File: config.mk
export PLATFORM = sky130hd
export DESIGN_NAME = board_reset_seq
export DESIGN_NICKNAME = d
export VERILOG_FILES = /design/src/rtl/board_reset_pkg.sv /design/src/rtl/sync_bits.sv /design/src/rtl/board_reset_seq.sv
export SDC_FILE = /design/constraint.sdc
export NUM_CORES = 1
export LEC_CHECK = 0
export BUFFER_PORTS_ARGS = -buffer_cell sky130_fd_sc_hd__buf_2
export CAP_MARGIN = 20
export CORE_MARGIN = 5
export CORE_UTILIZATION = 40
export DETAILED_ROUTE_END_ITERATION = 7
export GPL_TIMING_DRIVEN = 0
export HOLD_SLACK_MARGIN = 0.02
export PLACE_DENSITY = 0.63
export SETUP_SLACK_MARGIN = 0.05
export SLEW_MARGIN = 25
export SYNTH_ARGS = -nofsm -noshare
export SYNTH_HDL_FRONTEND = slang
export SYNTH_SLANG_ARGS = --single-unit
File: constraint.sdc
create_clock -name config_clk_clk -period 3.2 [get_ports config_clk_clk]
set_input_delay 0.48 -clock config_clk_clk [delete_from_list [all_inputs] [get_ports config_clk_clk]]
set_output_delay 0.48 -clock config_clk_clk [all_outputs]
set_load 0.005 [all_outputs]
File: src/rtl/board_reset_pkg.sv
// ============================================================================
// Module : board_reset_pkg
// Brief  : State encodings, fault codes and LED bit map for board_reset_seq.
// Rev    : 1.0  initial release
// ============================================================================
`default_nettype none

package board_reset_pkg;

    typedef enum logic [2:0] {
        ST_POR_WAIT = 3'd0,
        ST_PLL_WAIT = 3'd1,
        ST_MEM_RST  = 3'd2,
        ST_CAL_WAIT = 3'd3,
        ST_RUN      = 3'd4,
        ST_FAULT    = 3'd5
    } state_e;

    localparam int c_CNT_W = 24;
    localparam int c_HB_W  = 25;

    localparam logic [1:0] c_FAULT_NONE        = 2'd0;
    localparam logic [1:0] c_FAULT_CAL_FAIL    = 2'd1;
    localparam logic [1:0] c_FAULT_CAL_TIMEOUT = 2'd2;
    localparam logic [1:0] c_FAULT_CAL_LOST    = 2'd3;

    localparam int c_LED_STATE_LSB = 0;
    localparam int c_LED_STATE_MSB = 2;
    localparam int c_LED_PLL       = 3;
    localparam int c_LED_CAL_OK    = 4;
    localparam int c_LED_CAL_FAIL  = 5;
    localparam int c_LED_FAULT     = 6;
    localparam int c_LED_HEARTBEAT = 7;

endpackage

`default_nettype wire

File: src/rtl/sync_bits.sv
// ============================================================================
// Module : sync_bits
// Brief  : Width-parameterised multi-stage synchroniser, sync active-high reset.
// Rev    : 1.0  initial release
// ============================================================================
`default_nettype none

module sync_bits #(
    parameter int WIDTH  = 1,
    parameter int STAGES = 2
) (
    input  logic             clk_i,
    input  logic             rst_i,
    input  logic [WIDTH-1:0] d_i,
    output logic [WIDTH-1:0] q_o
);

    logic [STAGES-1:0][WIDTH-1:0] chain_q;

    always_ff @(posedge clk_i) begin
        if (rst_i) begin
            chain_q <= '0;
        end else begin
            chain_q <= {chain_q[STAGES-2:0], d_i};
        end
    end

    assign q_o = chain_q[STAGES-1];

endmodule

`default_nettype wire

File: src/rtl/board_reset_seq.sv
// ============================================================================
// Module : board_reset_seq
// Brief  : Board bring-up sequencer: global/memory/kernel resets and status LEDs.
//          Optional LED heartbeat in RUN: define BOARD_RESET_HEARTBEAT_EN.
// Rev    : 1.0  initial release
// ============================================================================
`default_nettype none

module board_reset_seq
    import board_reset_pkg::*;
#(
    parameter int NUM_MEM     = 2,
    parameter int POR_CYCLES  = 1024,
    parameter int HOLD_CYCLES = 64,
    parameter int CAL_TIMEOUT = 16777216,
    parameter int SYNC_STAGES = 2
) (
    input  logic               config_clk_clk,
    input  logic               config_reset_reset,
    input  logic               pcie_perst_n,
    input  logic               pll_locked,
    input  logic [NUM_MEM-1:0] mem_cal_success,
    input  logic [NUM_MEM-1:0] mem_cal_fail,
    input  logic               sw_reset_req,
    output logic               global_reset_n,
    output logic               mem_reset_n,
    output logic               kernel_reset_n,
    output logic [2:0]         status_state,
    output logic [1:0]         fault_code,
    output logic [7:0]         leds
);

    localparam int c_ASYNC_W = 3 + 2 * NUM_MEM;

    localparam logic [c_CNT_W-1:0] c_POR_LAST  = c_CNT_W'(POR_CYCLES - 1);
    localparam logic [c_CNT_W-1:0] c_HOLD_LAST = c_CNT_W'(HOLD_CYCLES - 1);
    localparam logic [c_CNT_W-1:0] c_CAL_LAST  = c_CNT_W'(CAL_TIMEOUT - 1);

    logic [c_ASYNC_W-1:0] w_async;
    logic [c_ASYNC_W-1:0] w_async_s;
    logic                 w_pll_s;
    logic                 w_perst_n_s;
    logic [NUM_MEM-1:0]   w_success_s;
    logic [NUM_MEM-1:0]   w_fail_s;
    logic                 w_sw_s;
    logic                 w_sw_edge;
    logic                 w_link_lost;
    logic                 w_hb_led;

    state_e             state_q, state_d;
    logic [c_CNT_W-1:0] cnt_q, cnt_d;
    logic [1:0]         fault_q, fault_d;
    logic               sw_prev_q;
    logic               glb_rst_n_q;
    logic               mem_rst_n_q;
    logic               krn_rst_n_q;

    assign w_async = {sw_reset_req, mem_cal_fail, mem_cal_success, pcie_perst_n, pll_locked};

    sync_bits #(
        .WIDTH  (c_ASYNC_W),
        .STAGES (SYNC_STAGES)
    ) u_sync (
        .clk_i (config_clk_clk),
        .rst_i (config_reset_reset),
        .d_i   (w_async),
        .q_o   (w_async_s)
    );

    assign {w_sw_s, w_fail_s, w_success_s, w_perst_n_s, w_pll_s} = w_async_s;
    assign w_sw_edge   = w_sw_s & ~sw_prev_q;
    assign w_link_lost = ~w_pll_s | ~w_perst_n_s;

    always_comb begin
        state_d = state_q;
        fault_d = fault_q;
        case (state_q)
            ST_POR_WAIT: begin
                if (cnt_q == c_POR_LAST) state_d = ST_PLL_WAIT;
            end
            ST_PLL_WAIT: begin
                if (w_pll_s && w_perst_n_s) state_d = ST_MEM_RST;
            end
            ST_MEM_RST: begin
                if (w_link_lost)               state_d = ST_PLL_WAIT;
                else if (cnt_q == c_HOLD_LAST) state_d = ST_CAL_WAIT;
            end
            ST_CAL_WAIT: begin
                if (w_link_lost) begin
                    state_d = ST_PLL_WAIT;
                end else if (w_sw_edge) begin
                    state_d = ST_MEM_RST;
                end else if (|w_fail_s) begin
                    state_d = ST_FAULT;
                    fault_d = c_FAULT_CAL_FAIL;
                end else if (&w_success_s) begin
                    state_d = ST_RUN;
                end else if (cnt_q == c_CAL_LAST) begin
                    state_d = ST_FAULT;
                    fault_d = c_FAULT_CAL_TIMEOUT;
                end
            end
            ST_RUN: begin
                // RUN is only entered with every interface calibrated, so any low bit is a loss
                if (w_link_lost) begin
                    state_d = ST_PLL_WAIT;
                end else if (w_sw_edge) begin
                    state_d = ST_MEM_RST;
                end else if (!(&w_success_s)) begin
                    state_d = ST_FAULT;
                    fault_d = c_FAULT_CAL_LOST;
                end
            end
            ST_FAULT: begin
                if (w_link_lost)    state_d = ST_PLL_WAIT;
                else if (w_sw_edge) state_d = ST_MEM_RST;
            end
            default: begin
                state_d = ST_POR_WAIT;
            end
        endcase

        if (state_d != ST_FAULT) fault_d = c_FAULT_NONE;
        cnt_d = (state_d != state_q) ? '0 : cnt_q + 1'b1;
    end

    always_ff @(posedge config_clk_clk) begin
        if (config_reset_reset) begin
            state_q     <= ST_POR_WAIT;
            cnt_q       <= '0;
            fault_q     <= c_FAULT_NONE;
            sw_prev_q   <= 1'b0;
            glb_rst_n_q <= 1'b0;
            mem_rst_n_q <= 1'b0;
            krn_rst_n_q <= 1'b0;
        end else begin
            state_q     <= state_d;
            cnt_q       <= cnt_d;
            fault_q     <= fault_d;
            sw_prev_q   <= w_sw_s;
            glb_rst_n_q <= (state_d == ST_MEM_RST) || (state_d == ST_CAL_WAIT) ||
                           (state_d == ST_RUN)     || (state_d == ST_FAULT);
            mem_rst_n_q <= (state_d == ST_CAL_WAIT) || (state_d == ST_RUN);
            krn_rst_n_q <= (state_d == ST_RUN);
        end
    end

`ifdef BOARD_RESET_HEARTBEAT_EN
    logic [c_HB_W-1:0] hb_cnt_q;
    logic              hb_led_q;

    always_ff @(posedge config_clk_clk) begin
        if (config_reset_reset) begin
            hb_cnt_q <= '0;
            hb_led_q <= 1'b0;
        end else begin
            hb_cnt_q <= hb_cnt_q + 1'b1;
            if (state_d != ST_RUN)  hb_led_q <= 1'b0;
            else if (&hb_cnt_q)     hb_led_q <= ~hb_led_q;
        end
    end

    assign w_hb_led = hb_led_q;
`else
    assign w_hb_led = 1'b0;
`endif

    always_comb begin
        leds = '0;
        leds[c_LED_STATE_MSB:c_LED_STATE_LSB] = state_q;
        leds[c_LED_PLL]       = w_pll_s;
        leds[c_LED_CAL_OK]    = &w_success_s;
        leds[c_LED_CAL_FAIL]  = |w_fail_s;
        leds[c_LED_FAULT]     = (state_q == ST_FAULT);
        leds[c_LED_HEARTBEAT] = w_hb_led;
    end

    assign status_state   = state_q;
    assign fault_code     = fault_q;
    assign global_reset_n = glb_rst_n_q;
    assign mem_reset_n    = mem_rst_n_q;
    assign kernel_reset_n = krn_rst_n_q;

endmodule

`default_nettype wire
== Yosys cells after proc, flatten, opt, wreduce, memory -nomap -nowiden ==
Cells that the tools add are included.
Widths: inputs -> output; s select.
Operators by class
  add/sub/neg operators: 1
  multiply operators: 0
  div/mod/pow operators: 0
  order comparisons: 0
  equal/unequal tests: 21
  shift-type cells: 0
  multiplexer cells: 24
  bitwise gates (word level): 5
  reduce and logical (&&, ||, !) cells: 12
Operators by type and width (number)
  $mux 3: 14
  $add 24x1->24 const B: 1
  $eq 24x10->1 const B: 1
  $eq 24x24->1 const B: 1
  $eq 24x6->1 const B: 1
  $pmux 3 s6: 1
  $mux 2: 8
  $eq 3x2->1 const B: 4
  $eq 3x3->1 const B: 4
  $ne 2x2->1 const B: 5
  $ne 3x3->1 const B: 3
  $reduce_and 8->1: 1
  $reduce_or 2->1: 3
  $logic_or 1x1->1: 4
  $pmux 2 s2: 1
  $eq 3x1->1 const B: 1
  $logic_not 3->1: 1
  $ne 3x3->1: 1
  $not 1->1: 3
  $reduce_and 2->1: 1
  $reduce_bool 2->1: 1
  $and 1x1->1: 1
  $logic_and 1x1->1: 1
  $or 1x1->1: 1
Word-level totals
  bits in registers: 47
  bits in latches: 0
  bits in writable memories: 0
  memory bits (read-only): 0
  input port bits: 9
  output and inout port bits: 16
  logic and storage cells: 72
  memories: 0

== Depth between registers and ports, before layout ==
Gate-level depths: netlist (run 1).
  depth after elaboration: 11
  gate-level depth with buffers: 8
  gate-level depth less buffers: 6

== Cells and area by module ==
A second synthesis (run 1) with hierarchy kept.
Unflattened totals
  cell total of the unflattened synthesis: 247
  area, all modules: 2294.7 um2
By module, submodules not included
  board_reset_seq: instances 1, cells an instance 211, area each 1834.3 um2, sequential area each 660.6 um2
  sync_bits: instances 1, cells an instance 36, area each 460.4 um2, sequential area each 280.3 um2

== Least setup slack after synthesis (run 1) ==
Ideal clock, no wire load.
  path type: reg-to-reg
  from: register cnt_q[0]
  to: register fault_q[0], in the netlist fault_code[0]
  setup time: 0.103 ns
  arrival time: 2.105 ns
  data required time: 3.097 ns
  slack: 0.992 ns
  cell stages (with the launch flop): 8
  path buffers: 1
  period minus slack after synthesis: 2.208 ns
  cell sequence: dfxtp_1 ha_1 nand3_4 or4_4 buf_6 nor4_4 nor3_1 a2111oi_2
Between the ends
  word-level cells in the longest chain between the ends: 9
  elaborated cells on any way between the ends: 16
  classes of those cells: eq/ne: 5; mux: 9; reduce/logical: 2
Ends and longest elaborated chain
  start, declared: line board_reset_seq.sv:51  | logic [c_CNT_W-1:0] cnt_q, cnt_d;
  start signal, assigned: line board_reset_seq.sv:138  | cnt_q <= cnt_d;
  $eq 24x24->1: line board_reset_seq.sv:98  | end else if (cnt_q == c_CAL_LAST) begin
  $mux 3: line board_reset_seq.sv:98
  $mux 3: line board_reset_seq.sv:96  | end else if (&w_success_s) begin
  $mux 3: line board_reset_seq.sv:93  | end else if (|w_fail_s) begin
  $mux 3: line board_reset_seq.sv:91  | end else if (w_sw_edge) begin
  $mux 3: line board_reset_seq.sv:89  | if (w_link_lost) begin
  $pmux 3 s6: line board_reset_seq.sv:77  | case (state_q)
  $ne 3x3->1: line board_reset_seq.sv:123  | if (state_d != ST_FAULT) fault_d = c_FAULT_NONE;
  $reduce_or 2->1 (no source line)
  end signal, assigned: line board_reset_seq.sv:131  | fault_q <= c_FAULT_NONE;
  end signal, assigned: line board_reset_seq.sv:139  | fault_q <= fault_d;
  end, declared: line board_reset_seq.sv:52  | logic [1:0] fault_q, fault_d;
Several ways; a longest one is shown, not always the timed one.
A chain may end at the register's enable or synchronous reset.

== Final worst setup path (run 1) ==
  from: register state_q[0], in the netlist status_state[0]
  to: output port leds[6]
Between the ends
  word-level cells in the longest chain between the ends: 1
Ends and longest elaborated chain
  start, declared: line board_reset_seq.sv:50  | state_e state_q, state_d;
  start signal, assigned: line board_reset_seq.sv:137  | state_q <= state_d;
  $eq 3x3->1: line board_reset_seq.sv:174  | leds[c_LED_FAULT] = (state_q == ST_FAULT);
  end, declared: line board_reset_seq.sv:30  | output logic [7:0] leds
Every way passes these cells.

==> impl_metrics.ini, run 1 <==
[pwr]
p_total_mw = 1.01
power.density_nw_per_um2 = 343
worst_ir_drop_vdd_uv = 220
p_leak_nw = 1.18

[placement]
placed_area_sq_um = 2860
port-buffer-count = 22
dp_hpwl_microns = 4720
pre_cts_slack_ps = 436
total_placed_cells_including_tap_cells = 405
gp_congestion = 0.847

[floorplanning]
die_height_microns = 91.5
floorplan.die_area_sq_um = 8370
standard_cell_rows = 29
starting_density_pct = 41.6
die_width_microns = 91.5
boundaryPins = 25
core_area_sq_um = 6390

[global_route]
grt_first_pass_wirelength_microns = 11200
first_global_vias = 2266
gr-usage-all-layers_pct = 16.2
maximum_number_of_pins_on_one_net_before_global_route_repair = 14
number_of_antenna_violations_at_the_first_check_in_global_routing = 0
grt_use_met3_pct = 2.81
met1_usage_in_global_routing_pct = 21.8
grt-ovfl-total = 0
grtUsageMet2_pct = 25.9
global_route.peak_usage_layer = met2

[cells_and_area]
nFillCells = 638
final_cell_area_sq_um = 2940
finish.cell_count_without_fillers = 413
design.final.nets = 345
layout-area-overhead-vs-synth_pct = 10.8
drive_above_1_share_pct = 13.4
diodes = 0
final_core_utilization_pct = 46.1

[clocking]
post_cts.resized_instances = 0
post_cts_setup_buffers = 0
tritoncts = done
cts_root_buffer = clkbuf_8
clock_insertion_delay_worst_skew_ps = 310
cts-buffers-inserted = 5
clock_h_tree_levels = 2
cts_max_path_buffers = 2
cts.clk_slew.worst_paths_ps = 80
cts_hold_buffers = 0
cts_num_sinks = 47

[timing]
final_hold_viol_count = 0
setup_total_negative_slack_ps = 0
clock_skew_ps = 11.4
drv_slew = 0
grt_setup_unrepaired = false
slew-limit-headroom_pct = 30.3
finalCriticalPeriod_ps = 2890
worst_slack_ps = 312
report.final.setup_viol = 0
final.period_utilization_pct = 90.3
timing.fmax_ghz = 0.346
fin_worst_hold_slack_ps = 378
worst-slew-pin-transition_ps = 1040

[route]
drt-vias-per-instance = 5.97
ant_nets = 0
drt_pass1_iterations = 5
routed-via-count = 2465
wl_per_cell_microns = 16.2
drc = 0
routed_wl_microns = 6680
dr.first_iter.drc_count = 163

[yosys]
synth-edff-count = 0
post_synth_arst_share_pct = 0
netlist.top_cell.by_area = dfxtp_1
seq_area_frac_synth_pct = 35.4
post_synth_inst_count = 306
ys_types = 48
ys_top_cells_by_count = 47 x dfxtp_1, 38 x nand4_1, 25 x mux2i_1
syn-mean-instance-area_sq_um = 8.68
synth.net_count = 316
synth.top_cell.area_share_pct = 35.4
synthTopCellsByArea = dfxtp_1 35%, mux2i_1 9.4%, nand4_1 9.0%
synthesis.area_sq_um = 2660
yosys_register_bits = 47
synth_warnings = 0
ys_dominant_reg_cell = dfxtp_1
count_leader_synth = dfxtp_1

[flow_run]
cap_viol_max_count = 0

[worst_setup_path]
worst_setup_path_start_kind = register
critical_path.max_stage_delay_ps = 460
crit_path_top_delay_cell = clkbuf_1
rr_endpoint = mem_reset_n
timing.critical_path.mode_cell = clkbuf_1
reg2reg_from = cnt_q[0]
cpLargestDelayFamily = buffers and inverters
crit_path_end_kind = primary output
regToRegSetupSlack_ps = 380
required_ps = 2720
reg2reg_depth = 8
worst-path-buf-inv = 5
worst_ep_arrival_time_ps = 2410
worstSetupPathType = register to primary output
timing.critical_path.cells = clkbuf_1 -> clkbuf_1 -> clkinv_1 -> clkbuf_1 -> nor2_1 -> buf_2
critPathMaxFanout = 10

[worst_hold_path]
worst_hold_path.num_cells = 2
worstHoldStart = mem_cal_success[0]
hold-path-endpoint = u_sync.chain_q[2]
min_path_type = primary input to register

[run_status]
status = complete, no violations
-- metal layers --
metal  routed length [microns]  part of all wire (%)
met1                      3080                    46
met2                      3140                    47
met3                       361                   5.4
met4                        86                   1.3
met5                         0                     0
-- final cells by class --
type	count	area (sq um)	area share, %
multi-input cells	219	1530	52.0
plain buffers	30	146	4.97
flip-flops and latches	47	941	32.0
clock inverters	1	5.00	0.170
repair buffers	22	110	3.74
clock buffers	7	76.3	2.59
inverters	10	37.5	1.28
well taps	77	96.3	3.27
-- registers in the layout, summed over array words and instances (netlist names) --
name / flops
fault_code: 2
u_sync.q_o: 7
mem_reset_n: 1
kernel_reset_n: 1
status_state: 3
cnt_q: 24
global_reset_n: 1
u_sync.chain_q: 7
sw_prev_q: 1
-- power by group --
group	internal, mW	total (mW)	switching, mW
Clock	0.154	0.356	0.202
Sequential	0.596	0.605	0.00844
Combinational	0.0190	0.0475	0.0285
-- cell families after synthesis --
kind of cell	Yosys count	share of synthesized area [%]
flops	47	35.4
xor+xnor	15	4.95
mux	25	9.43
compound gates	43	12.0
other cells	1	0.141
simple gates	134	30.7
buf+inv	40	6.93
fa+ha+maj	1	0.471
-- placed cells by master, fill, tap and decap left out, types with 2 or more instances in the layout --
cell type and instances:
dfxtp_1 47, nand4_1 38, buf_2 25, mux2i_1 25
clkbuf_1 21, nor2b_1 16, nor4_1 15, nor3_1 14
nor2_1 11, nand2_1 10, inv_1 9, nand3_1 9
a21oi_1 9, o211ai_1 8, xor2_1 8, o2111ai_1 7
xnor2_1 7, buf_4 6, clkbuf_8 5, o31a_1 4
nand2b_1 3, a211oi_1 3, o21ai_0 3, and2_1 2
nand3b_1 2, o32a_1 2, or4_1 2, a31oi_1 2
o21a_1 2
-- how the worst max path moves through the flow --
stage	start	to	slack [ps]	depth (start not counted)
3_5_place_dp	cnt_q[0]	mem_reset_n	440	8
4_1_cts	status_state[0]	leds[6]	280	6
3_3_place_gp	cnt_q[0]	mem_reset_n	490	8
5_1_grt	status_state[0]	leds[6]	90	6
2_1_floorplan	cnt_q[0]	fault_code[0]	990	7
6_report	status_state[0]	leds[6]	310	6
-- worst reg2reg max path, stage by stage (launching register included) --
cell      delay, ps
dfxtp_1         440
ha_1            280
nand3_4         150
nor4_1          590
a31oi_1         280
clkbuf_1        320
buf_1           360
nand2_1         190
mux2i_1          80
(Power assumes the default switching activity.)
==> run 2: changes to the inputs <==
CORE_UTILIZATION = 59   (was 40)
PLACE_DENSITY = 0.84   (was 0.63)
==> run 2 against run 1 <==
Critical path depth is the same. Power grew 1.5%. Clock skew shrank 6.2 ps. Sequential share of layout area rose by 0.26 points. Global-route usage increased by 5.8 points. Cell area shrank 0.81%. Maximum frequency hardly changed. Utilization up 21 points. Sequential cell count unchanged. Count of clock-buffer cells in the layout shrank 1. Setup slack barely moved. Clock power rose by 4%. Critical path type unchanged.
==> impl_metrics.ini, run 2 (synthesized netlist as in run 1, its figures left out) <==
[run_status]
status = complete, no violations

[clocking]
clock_insertion_delay_worst_skew_ps = 310
cts_num_sinks = 47
cts.clk_slew.worst_paths_ps = 90
cts-buffers-inserted = 5
tritoncts = done
cts_hold_buffers = 0
cts_root_buffer = clkbuf_8
clock_h_tree_levels = 2
post_cts.resized_instances = 0
post_cts_setup_buffers = 0
cts_max_path_buffers = 2

[pwr]
power.density_nw_per_um2 = 350
pwr-share-clk_pct = 36.3
switching_share_pct = 24.5
worst_ir_drop_vdd_uv = 225
p_leak_nw = 1.18
switching_power_mw = 0.250
sequentialPowerShare_pct = 59.2
internal_power_component_mw = 0.773
combPwrFrac_pct = 4.6

[placement]
dp_hpwl_microns = 4440
gp_congestion = 0.925
total_placed_cells_including_tap_cells = 380
port-buffer-count = 22

[cells_and_area]
diodes = 0
finish.cell_count_without_fillers = 388
design.final.nets = 345
final_common_cell = dfxtp_1
leading_cell_types_in_the_layout_fill_and_taps_excluded = 47 x dfxtp_1, 38 x nand4_1, 25 x buf_2, 25 x mux2i_1, 20 x clkbuf_1
drive_above_1_share_pct = 13.7
final_core_utilization_pct = 67.0
layout-area-overhead-vs-synth_pct = 9.94
largest_register_ff_count = 24
registers.top_by_ff_count = cnt_q

[route]
wl_per_cell_microns = 16.4
drt-vias-per-instance = 6.37
drc = 0
routed_wl_microns = 6370
ant_nets = 0
drt_pass1_iterations = 5
routed-via-count = 2470
dr.first_iter.drc_count = 200

[global_route]
gr-usage-all-layers_pct = 21.9
number_of_antenna_violations_at_the_first_check_in_global_routing = 0
first_global_vias = 2430
grt-ovfl-total = 0
grt_first_pass_wirelength_microns = 11000
maximum_number_of_pins_on_one_net_before_global_route_repair = 16

[worst_hold_path]
worstHoldStart = mem_cal_fail[1]
hold-path-endpoint = u_sync.chain_q[5]
worst_hold_path.num_cells = 2
min_path_type = primary input to register

[floorplanning]
floorplan.die_area_sq_um = 5940
boundaryPins = 25
starting_density_pct = 61.0
die_width_microns = 77.1
core_area_sq_um = 4350
standard_cell_rows = 24
die_height_microns = 77.1

[worst_setup_path]
reg2reg_from = cnt_q[0]
reg2reg_depth = 8
worst_ep_arrival_time_ps = 2410
regToRegSetupSlack_ps = 430
rr_endpoint = mem_reset_n
critPathMaxFanout = 10
required_ps = 2720
worstSetupPathType = register to primary output
crit_path_end_kind = primary output
worst_setup_path_start_kind = register

[timing]
timing.fmax_ghz = 0.346
finalCriticalPeriod_ps = 2890
final.period_utilization_pct = 90.3
final_hold_viol_count = 0
setup_total_negative_slack_ps = 0
slew-limit-headroom_pct = 29.5
report.final.setup_viol = 0
grt_setup_unrepaired = false
drv_slew = 0
clock_skew_ps = 5.18
worst-slew-pin-transition_ps = 1050

[flow_run]
cap_viol_max_count = 0
==> run 2: cell count changes in the layout (fill, tap and decap cells not counted) <==
| cell | delta |
|---|---|
| inv_6 | +1 |
| clkinv_2 | -1 |
| clkbuf_1 | -1 |
| clkinvlp_4 | +1 |
==> run 2: per-layer routing <==
layer / vias up / GRT usage, % / wire length (microns)
li1: 1204 / - / -
met1: 1167 / 28.8 / 2900
met2: 87 / 35.3 / 2980
met3: 12 / 4.92 / 381
met4: 0 / 7.56 / 110
met5: - / 0 / 0
==> run 2: area by class of cell <==
type / instances / area, sq um
buffer: 30 / 146
clock buffer: 6 / 72.6
clock inverter: 2 / 16.3
fill: 373 / 1440
inverter: 10 / 37.5
multi-input combinational: 219 / 1530
sequential: 47 / 941
tap: 52 / 65.1
timing repair buffer: 22 / 110
==> run 2: stage by stage <==
step	power [mW]	hold WS (ps)	cell area, sq um	setup WS, ps
2_1_floorplan	0.649	414	2660	992
3_3_place_gp	0.663	415	2830	583
3_5_place_dp	0.665	421	2830	559
4_1_cts	1.03	368	2920	301
5_1_grt	1.07	366	2920	155
6_report	1.02	371	2920	311
==> run 2: worst max-delay path, stage by stage (launching register included) <==
cell and delay (ps):
dfxtp_1 360, clkbuf_1 310, clkbuf_1 450, clkinv_1 370, clkbuf_1 330, nor2_1 150
buf_2 120
==> run 2: worst max-delay path by stage <==
stage,start,end
floorplan,cnt_q[0],fault_code[0]
global placement,cnt_q[0],mem_reset_n
detailed placement,cnt_q[0],mem_reset_n
CTS,status_state[0],leds[6]
global route,status_state[0],leds[6]
finish,status_state[0],leds[6]
==> run 2: power groups by stage <==
stage | logic (mW) | clock network [mW] | registers [mW]
final | 0.0469 | 0.371 | 0.605
after global routing | 0.0522 | 0.415 | 0.607
after CTS | 0.0463 | 0.378 | 0.605
after detailed placement | 0.0460 | 0 | 0.619
after global placement | 0.0450 | 0 | 0.618
after floorplan | 0.0327 | 0 | 0.616
